`src/rtl/acc_buf_ctrl.sv`:
```
// Sequencer for the 8-lane accumulation buffer: walks one output tile across all
// input channels, issuing read strobes and delayed write strobes with per-write flags.
module acc_buf_ctrl #(
    parameter int unsigned DEPTH    = 114*114,
    parameter int unsigned ADDR_BIT = 14,
    parameter int unsigned RD_LAT   = 2,
    parameter int unsigned CH_W     = 8
) (
    input  logic                clk,
    input  logic                rst,
    input  logic                start,
    input  logic [ADDR_BIT-1:0] cfg_pix_num,
    input  logic [CH_W-1:0]     cfg_ch_num,
    input  logic                in_valid,
    input  logic                in_zero,
    output logic                in_ready,
    output logic                read_en,
    output logic [ADDR_BIT-1:0] read_addr,
    output logic                write_en,
    output logic [ADDR_BIT-1:0] write_addr,
    output logic                prev_data_zero,
    output logic                curr_data_zero,
    output logic                out_valid,
    output logic                busy,
    output logic                done
);
    localparam int unsigned DRAIN_W = $clog2(RD_LAT + 1);

    typedef enum logic [1:0] {IDLE, ACC, DRAIN, DONE} state_t;

    state_t              state, next_state;
    logic [ADDR_BIT-1:0] pix_num, pix_cnt;
    logic [CH_W-1:0]     ch_num, ch_cnt;
    logic [DRAIN_W-1:0]  drain_cnt;
    logic                accept, pix_last, ch_last, drain_end;
    logic                in_ready_d, busy_d, done_d;

    logic [RD_LAT-1:0]   pipe_v, pipe_first, pipe_last, pipe_zero;
    logic [ADDR_BIT-1:0] pipe_addr [RD_LAT];

    assign accept    = (state == ACC) && in_valid;
    assign pix_last  = (pix_cnt == pix_num - ADDR_BIT'(1));
    assign ch_last   = (ch_cnt == ch_num - CH_W'(1));
    assign drain_end = (drain_cnt == DRAIN_W'(RD_LAT));

    // State register
    always_ff @(posedge clk) begin
        if (rst) state <= IDLE;
        else     state <= next_state;
    end

    // Next-state logic
    always_comb begin
        next_state = state;
        case (state)
            IDLE:    if (start) next_state = (cfg_pix_num == '0) ? DONE : ACC;
            ACC:     if (accept && pix_last) next_state = DRAIN;
            DRAIN:   if (drain_end) next_state = ch_last ? DONE : ACC;
            DONE:    next_state = IDLE;
            default: next_state = IDLE;
        endcase
    end

    // Output decode; registered below so the ports come straight from flops
    always_comb begin
        in_ready_d = 1'b0;
        busy_d     = 1'b0;
        done_d     = 1'b0;
        if (next_state == ACC)  in_ready_d = 1'b1;
        if (next_state != IDLE) busy_d     = 1'b1;
        if (state == DONE)      done_d     = 1'b1;
    end

    always_ff @(posedge clk) begin
        if (rst) begin
            in_ready <= 1'b0;
            busy     <= 1'b0;
            done     <= 1'b0;
        end else begin
            in_ready <= in_ready_d;
            busy     <= busy_d;
            done     <= done_d;
        end
    end

    // Tile configuration and pixel/channel/drain counters
    always_ff @(posedge clk) begin
        if (rst) begin
            pix_num   <= '0;
            ch_num    <= '0;
            pix_cnt   <= '0;
            ch_cnt    <= '0;
            drain_cnt <= '0;
        end else begin
            if (state == IDLE && start) begin
                pix_num <= (cfg_pix_num > ADDR_BIT'(DEPTH)) ? ADDR_BIT'(DEPTH) : cfg_pix_num;
                ch_num  <= (cfg_ch_num == '0) ? CH_W'(1) : cfg_ch_num;
                pix_cnt <= '0;
                ch_cnt  <= '0;
            end
            if (accept) pix_cnt <= pix_last ? '0 : pix_cnt + ADDR_BIT'(1);
            if (state == DRAIN) begin
                drain_cnt <= drain_end ? '0 : drain_cnt + DRAIN_W'(1);
                if (drain_end && !ch_last) ch_cnt <= ch_cnt + CH_W'(1);
            end else begin
                drain_cnt <= '0;
            end
        end
    end

    // Read strobe plus RD_LAT-deep delay line feeding the write strobe and flags
    always_ff @(posedge clk) begin
        if (rst) begin
            pipe_v         <= '0;
            pipe_first     <= '0;
            pipe_last      <= '0;
            pipe_zero      <= '0;
            for (int i = 0; i < int'(RD_LAT); i++) pipe_addr[i] <= '0;
            read_en        <= 1'b0;
            read_addr      <= '0;
            write_en       <= 1'b0;
            write_addr     <= '0;
            prev_data_zero <= 1'b0;
            curr_data_zero <= 1'b0;
            out_valid      <= 1'b0;
        end else begin
            pipe_v[0]     <= accept;
            pipe_addr[0]  <= accept ? pix_cnt : '0;
            pipe_first[0] <= accept && (ch_cnt == '0);
            pipe_last[0]  <= accept && ch_last;
            pipe_zero[0]  <= accept && in_zero;
            for (int i = 1; i < int'(RD_LAT); i++) begin
                pipe_v[i]     <= pipe_v[i-1];
                pipe_addr[i]  <= pipe_addr[i-1];
                pipe_first[i] <= pipe_first[i-1];
                pipe_last[i]  <= pipe_last[i-1];
                pipe_zero[i]  <= pipe_zero[i-1];
            end
            read_en <= accept;
            if (accept) read_addr <= pix_cnt;
            write_en       <= pipe_v[RD_LAT-1];
            write_addr     <= pipe_addr[RD_LAT-1];
            prev_data_zero <= pipe_first[RD_LAT-1];
            curr_data_zero <= pipe_zero[RD_LAT-1];
            out_valid      <= pipe_last[RD_LAT-1];
        end
    end
endmodule
```
`config.mk`:
```
export PLATFORM = sky130hd
export DESIGN_NAME = acc_buf_ctrl
export DESIGN_NICKNAME = d
export VERILOG_FILES = /design/src/rtl/acc_buf_ctrl.sv
export SDC_FILE = /design/constraint.sdc
export NUM_CORES = 1
export LEC_CHECK = 0
export ABC_AREA = 1
export BUFFER_PORTS_ARGS = -buffer_cell sky130_fd_sc_hd__buf_2
export CAP_MARGIN = 20
export CORE_MARGIN = 2
export CORE_UTILIZATION = 30
export CTS_CLUSTER_DIAMETER = 80
export DETAILED_ROUTE_END_ITERATION = 8
export GPL_TIMING_DRIVEN = 0
export PLACE_DENSITY = 0.49
export SYNTH_ARGS = -nofsm -noshare
export SYNTH_HDL_FRONTEND = slang
export SYNTH_SLANG_ARGS = --single-unit
```
`constraint.sdc`:
```
create_clock -name clk -period 3.6 [get_ports clk]
set_input_delay 0.36 -clock clk [delete_from_list [all_inputs] [get_ports clk]]
set_output_delay 0.36 -clock clk [all_outputs]
set_load 0.005 [all_outputs]
```
Yosys cells after proc, flatten, opt, wreduce, memory -nomap -nowiden
Memory sizes are Yosys's and may differ from the RTL's. A register that Yosys moved wholly into a read port is not among the register bits.
Index checks and enable logic that the tools add are counted.
{ "totals": {"regBits": 78, "latch_bits": 0, "ram_bits": 28, "romBits": 0, "inputBits": 27, "out_inout_bits": 36, "word_cells": 74, "mem_count": 1} }
{ "memory_table": {"columns": ["name", "words", "width", "read_ports", "rd_ports_with_merged_regs", "wr", "line", "source"], "rows": [
  ["pipe_addr", 2, 14, 2, 1, 2, "39", "logic [ADDR_BIT-1:0] pipe_addr [RD_LAT];"]
]} }
{ "classes": {"n_addsub": 5, "n_mul": 0, "div": 0, "magnitude_cmp": 1, "eq_ne": 7, "n_shift": 0, "n_mux": 23, "bitwise_logic": 3, "n_reduce_logical": 15} }
{ "ops": {"columns": ["op", "n"], "rows": [
  ["14-bit two-way mux", 7],
  ["8-bit two-way mux", 4],
  ["8-bit logical NOT", 2],
  ["14-bit by 1-bit adder with 14-bit output (second input constant)", 1],
  ["14-bit == test", 1],
  ["14-bit greater-than comparator (second input constant)", 1],
  ["14-bit logical NOT", 1],
  ["14-bit by 1-bit subtractor with 14-bit output (second input constant)", 1],
  ["2-bit two-way mux", 5],
  ["8-bit by 1-bit adder with 8-bit output (second input constant)", 1],
  ["8-bit == test", 1],
  ["2-bit case mux with 4 select lines", 1],
  ["8-bit by 1-bit subtractor with 8-bit output (second input constant)", 1],
  ["1-bit logical AND", 7],
  ["2-bit == test (second input constant)", 3],
  ["1-bit two-way mux", 6],
  ["2-bit by 1-bit == test with 1-bit output (second input constant)", 2],
  ["2-bit nonzero test", 2],
  ["3-bit OR reduction", 1],
  ["2-bit by 1-bit adder with 2-bit output (second input constant)", 1],
  ["2-bit logical NOT", 1],
  ["1-bit OR", 2],
  ["1-bit logical NOT", 1],
  ["1-bit NOT", 1]
]} }

Logic depth before layout (Yosys ltp)
{ "depth": {"depth_word": 7, "ltp_mapped": 16, "depth_no_buf": 16} }

Worst setup path before layout
OpenSTA, ideal clock, no wires.
{ "synth_path": {"kind": "register to register", "start": "register pix_num[0]", "end": "register busy", "setup_time_ns": 0.114, "arrival_ns": 1.613, "required_time_ns": 3.486, "path_slack_ns": 1.873, "path_stages_with_launch": 14, "path_buffers": 0, "period_less_slack_ns": 1.727, "path_cell_list": "dfxtp_1 > inv_1 > ha_1 > xnor2_1 > nor2_1 > nand2_1 > nor2_1 > nand3_1 > nor2_2 > nand3_1 > nand2_1 > nand2_1 > nand2_2 > nand2_1"} }
{ "synth_between": {"elab_chain_len": 7} }
{ "synth_lines": {"columns": ["item", "line", "source"], "rows": [
  ["start: declaration", "32", "logic [ADDR_BIT-1:0] pix_num, pix_cnt;"],
  ["start signal: assignment", "96", "pix_num <= (cfg_pix_num > ADDR_BIT'(DEPTH)) ? ADDR_BIT'(DEPTH) : cfg_pix_num;"],
  ["14-bit by 1-bit subtractor with 14-bit output", "42", "assign pix_last = (pix_cnt == pix_num - ADDR_BIT'(1));"],
  ["14-bit == test", "42", null],
  ["1-bit logical AND", "57", "ACC: if (accept && pix_last) next_state = DRAIN;"],
  ["2-bit two-way mux", "57", null],
  ["2-bit case mux with 4 select lines", "55", "case (state)"],
  ["2-bit nonzero test", "70", "if (next_state != IDLE) busy_d = 1'b1;"],
  ["1-bit two-way mux", "70", null],
  ["end signal: assignment", "81", "busy <= busy_d;"],
  ["end: declaration", "24", "output logic busy,"]
]} }
Every way passes these cells.
A chain may end at the register's enable or synchronous reset.

Worst setup path after layout
{ "layout_path": {"start": "register ch_num[0]", "end": "register ch_cnt[5]"} }
{ "layout_between": {"elab_chain_len": 6} }
{ "layout_lines": {"columns": ["item", "line", "source"], "rows": [
  ["start: declaration", "33", "logic [CH_W-1:0] ch_num, ch_cnt;"],
  ["start signal: assignment", "97", "ch_num <= (cfg_ch_num == '0) ? CH_W'(1) : cfg_ch_num;"],
  ["8-bit by 1-bit subtractor with 8-bit output", "43", "assign ch_last = (ch_cnt == ch_num - CH_W'(1));"],
  ["8-bit == test", "43", null],
  ["1-bit logical NOT", "104", "if (drain_end && !ch_last) ch_cnt <= ch_cnt + CH_W'(1);"],
  ["1-bit logical AND", "104", null],
  ["8-bit two-way mux", "104", null],
  ["8-bit two-way mux", "102", "if (state == DRAIN) begin"],
  ["end signal: assignment", "104", null],
  ["end: declaration", "33", null]
]} }
Every way passes these cells.

==> results.sh <==
export IMPL_outcome="finished, final reports clean"
export IMPL_fp_dieH_microns=134.1
export IMPL_routedWlPerCell_microns=12.77
export IMPL_port_buffer_count=62
export IMPL_nFillCells=1816
export IMPL_p_switching_mw=0.8360
export IMPL_finalCritPeriodShare_pct=58.11
export IMPL_cp_max_fo=10
export IMPL_critPathArrivalTime_ps=2360
export IMPL_total_power_mw=3.248
export IMPL_avgSynthCellArea_sq_um=7.335
export IMPL_drive_above_1_share_pct=15.80
export IMPL_wl_mm=12.83
export IMPL_p_int_mw=2.412
export IMPL_gp_congestion=0.8109
export IMPL_numCtsBuffers=17
export IMPL_drv_cap=0
export IMPL_ios=63
export IMPL_grt_pass1_vias=4183
export IMPL_h_tree_depth=4
export IMPL_peakVddDrop_uv=305.0
export IMPL_met2_usage_pct=23.90
export IMPL_viasPerCell=4.360
export IMPL_die_w_microns=134.1
export IMPL_timing_fmax_mhz=478.0
export IMPL_hold_class="input port to flip-flop"
export IMPL_fin_crit_ps=2092
export IMPL_first_pass_iters=4
export IMPL_grt_usage_pct=15.14
export IMPL_met1_usage_pct=19.72
export IMPL_placed_area_sq_mm=0.005662
export IMPL_cts_tree="done"
export IMPL_p_per_area_mw_per_mm2=522.8
export IMPL_p_sw_share_pct=25.74
export IMPL_startpoint_type="flip-flop"
export IMPL_synthCells=692
export IMPL_antenna_found_initial=0
export IMPL_critPathCaptureType="flip-flop"
export IMPL_vias=4382
export IMPL_start_util_pct=30.61
export IMPL_p_clk_share_pct=48.2
export IMPL_synth_warnings=0
export IMPL_setup_tns_ps=0
export IMPL_p_leak_nw=2.741
export IMPL_cts_sinks=119
export IMPL_maxSlewHeadroom_pct=53.52
export IMPL_antenna_left=0
export IMPL_clkLatencyLatePin_ps=410
export IMPL_root_buffer="clkbuf_16"
export IMPL_worstPathRequired_ps=3870
export IMPL_synth_seq_cells=119
export IMPL_setup_viol=0
export IMPL_critPathKind="flip-flop to flip-flop"
export IMPL_drc_errors=0
export IMPL_worstMarginPinSlew_ps=697.2
export IMPL_dieArea_sq_mm=0.01798
export IMPL_seq_area_sq_mm=0.002382
export IMPL_design_area_sq_mm=0.006212
export IMPL_overflow=0
export IMPL_grt_pass1_wl_mm=20.96
export IMPL_area_growth_pct=22.38
export IMPL_syn_area_sq_mm=0.005076
export IMPL_hold_viol=0
export IMPL_postCtsHoldBufs=0
export IMPL_clk_path_buf_depth=2
export IMPL_rsz0062_at_grt="false"
export IMPL_slew_violations=0
export IMPL_comb_power_share_pct=9.8
export IMPL_num_antenna_cells=0
export IMPL_ctsResizeCount=0
export IMPL_yosysUniqueCellTypes=31
export IMPL_post_dp_hpwl_mm=9.673
export IMPL_grt_busiest_layer="met2"
export IMPL_multi_input_area_sq_mm=0.002217
export IMPL_skew_ps=9.368
export IMPL_nets=806
export IMPL_grt_start_max_net_pins=17
export IMPL_fp_row_count=47
export IMPL_core_area_sq_mm=0.01658
export IMPL_grt_met3_usage_pct=3.704
export IMPL_syn_num_nets=725
export IMPL_drtIter0Drc=237
export IMPL_post_cts_buffers=0
export IMPL_yosysSeqAreaShare_pct=46.93
export IMPL_p_seq_share_pct=42.1
export IMPL_cts_reportedPaths_clkPinSlew_ps=50
==> synthesized netlist by cell type (all sizes together) <==
| cell type | count | area, sq um |
|---|---|---|
| nor2 | 126 | 513.0 |
| nand2 | 125 | 479.2 |
| dfxtp | 119 | 2382 |
| inv | 107 | 401.6 |
| nand3 | 60 | 300.3 |
| o21ai | 38 | 190.2 |
| a21oi | 25 | 136.4 |
| clkbuf | 15 | 57.55 |
| a31o | 13 | 113.9 |
| xor2 | 13 | 113.9 |
| xnor2 | 11 | 96.34 |
| ha | 6 | 75.07 |
| nand4 | 6 | 37.54 |
| nor3 | 6 | 35.03 |
| nand3b | 5 | 37.54 |
| a211oi | 4 | 30.03 |
| buf | 4 | 17.52 |
| nor4 | 3 | 18.77 |
| a31oi | 2 | 12.51 |
| or2 | 2 | 12.51 |
| nor3b | 1 | 7.510 |
| o211ai | 1 | 7.510 |
==> state kept, by name, indices dropped and copies added (netlist names), 8 cells and up <==
signal	cells
pipe_addr	28
write_addr	14
pix_cnt	14
read_addr	14
ch_num	8
pix_num	14
ch_cnt	8
==> per-layer routing <==
layer  wire [microns]  part of all wire, %
met1             6266                   49
met2             5836                   45
met3              454                  3.5
met4              272                  2.1
met5                0                    0
==> cell usage in the layout, fill, tap and decap left out, types with 5 or more instances in the layout <==
cell type and instances:
nand2_1 121, dfxtp_1 119, nor2_1 118, inv_1 106
buf_2 64, nand3_1 60, o21ai_0 36, a21oi_1 24
clkbuf_16 17, clkbuf_1 16, xor2_1 13, a31o_2 13
xnor2_1 11, nand4_1 6, ha_1 6, nand3b_1 5
nor3_1 5, clkinvlp_4 5
==> stage by stage <==
step	setup WS (ps)	cells	hold slack (ps)	utilization, %
after CTS	1518	1005	162.8	37.46
final	1508	1005	184.8	37.46
after global routing	1227	1005	188.4	37.46
after global placement	1466	974	389.6	34.14
after detailed placement	1530	974	391.6	34.14
after floorplan	1873	692	388.3	-
==> cells by family (layout without fill, tap and decap cells) <==
kind of cell | Yosys count | after routing | share of synthesized area, %
fa+ha+maj | 6 | 6 | 1.479
simple gates | 334 | 334 | 28.40
compound gates | 83 | 83 | 9.663
xor+xnor | 24 | 24 | 4.141
flops | 119 | 119 | 46.93
buf+inv | 126 | 219 | 9.391
==> worst max-delay path, cell delays in order (launching register included) <==
cell     delay [ps]
dfxtp_1         320
inv_1           170
ha_1            220
nand3_1         140
nor2_1          130
xor2_1          160
nand2_1          60
nor2_1           90
nand2_1         150
nand2_2         220
inv_1           140
nand2_1          80
a21oi_1          60
==> power groups by stage <==
stage | logic, mW | registers [mW] | clock network [mW]
2_1_floorplan | 0.231 | 1.39 | 0
5_1_grt | 0.370 | 1.37 | 1.67
4_1_cts | 0.320 | 1.37 | 1.60
3_5_place_dp | 0.319 | 1.39 | 0
6_report | 0.317 | 1.37 | 1.56
3_3_place_gp | 0.319 | 1.40 | 0
==> area by class of cell <==
class / count / area share [%]
Clock inverter: 11 / 1.672
Timing Repair Buffer: 62 / 4.995
Multi-Input combinational cell: 447 / 35.69
Buffer: 19 / 1.208
Inverter: 107 / 6.465
Tap cell: 220 / 4.431
Sequential cell: 119 / 38.35
Clock buffer: 20 / 7.190
==> path summary, 6_finish.rpt <==
| kind | from | to | slack, ps | cells after the start |
|---|---|---|---|---|
| worst min-delay path | in_zero | pipe_zero[0] | 180 | 3 |
| worst min register to register | pipe_addr[0][3] | pipe_addr[1][3] | 400 | 2 |
| worst max-delay path | ch_num[0] | ch_cnt[5] | 1510 | 12 |
| worst max register to register | ch_num[0] | ch_cnt[5] | 1510 | 12 |
Note: power is estimated with default switching activity, not from simulation.
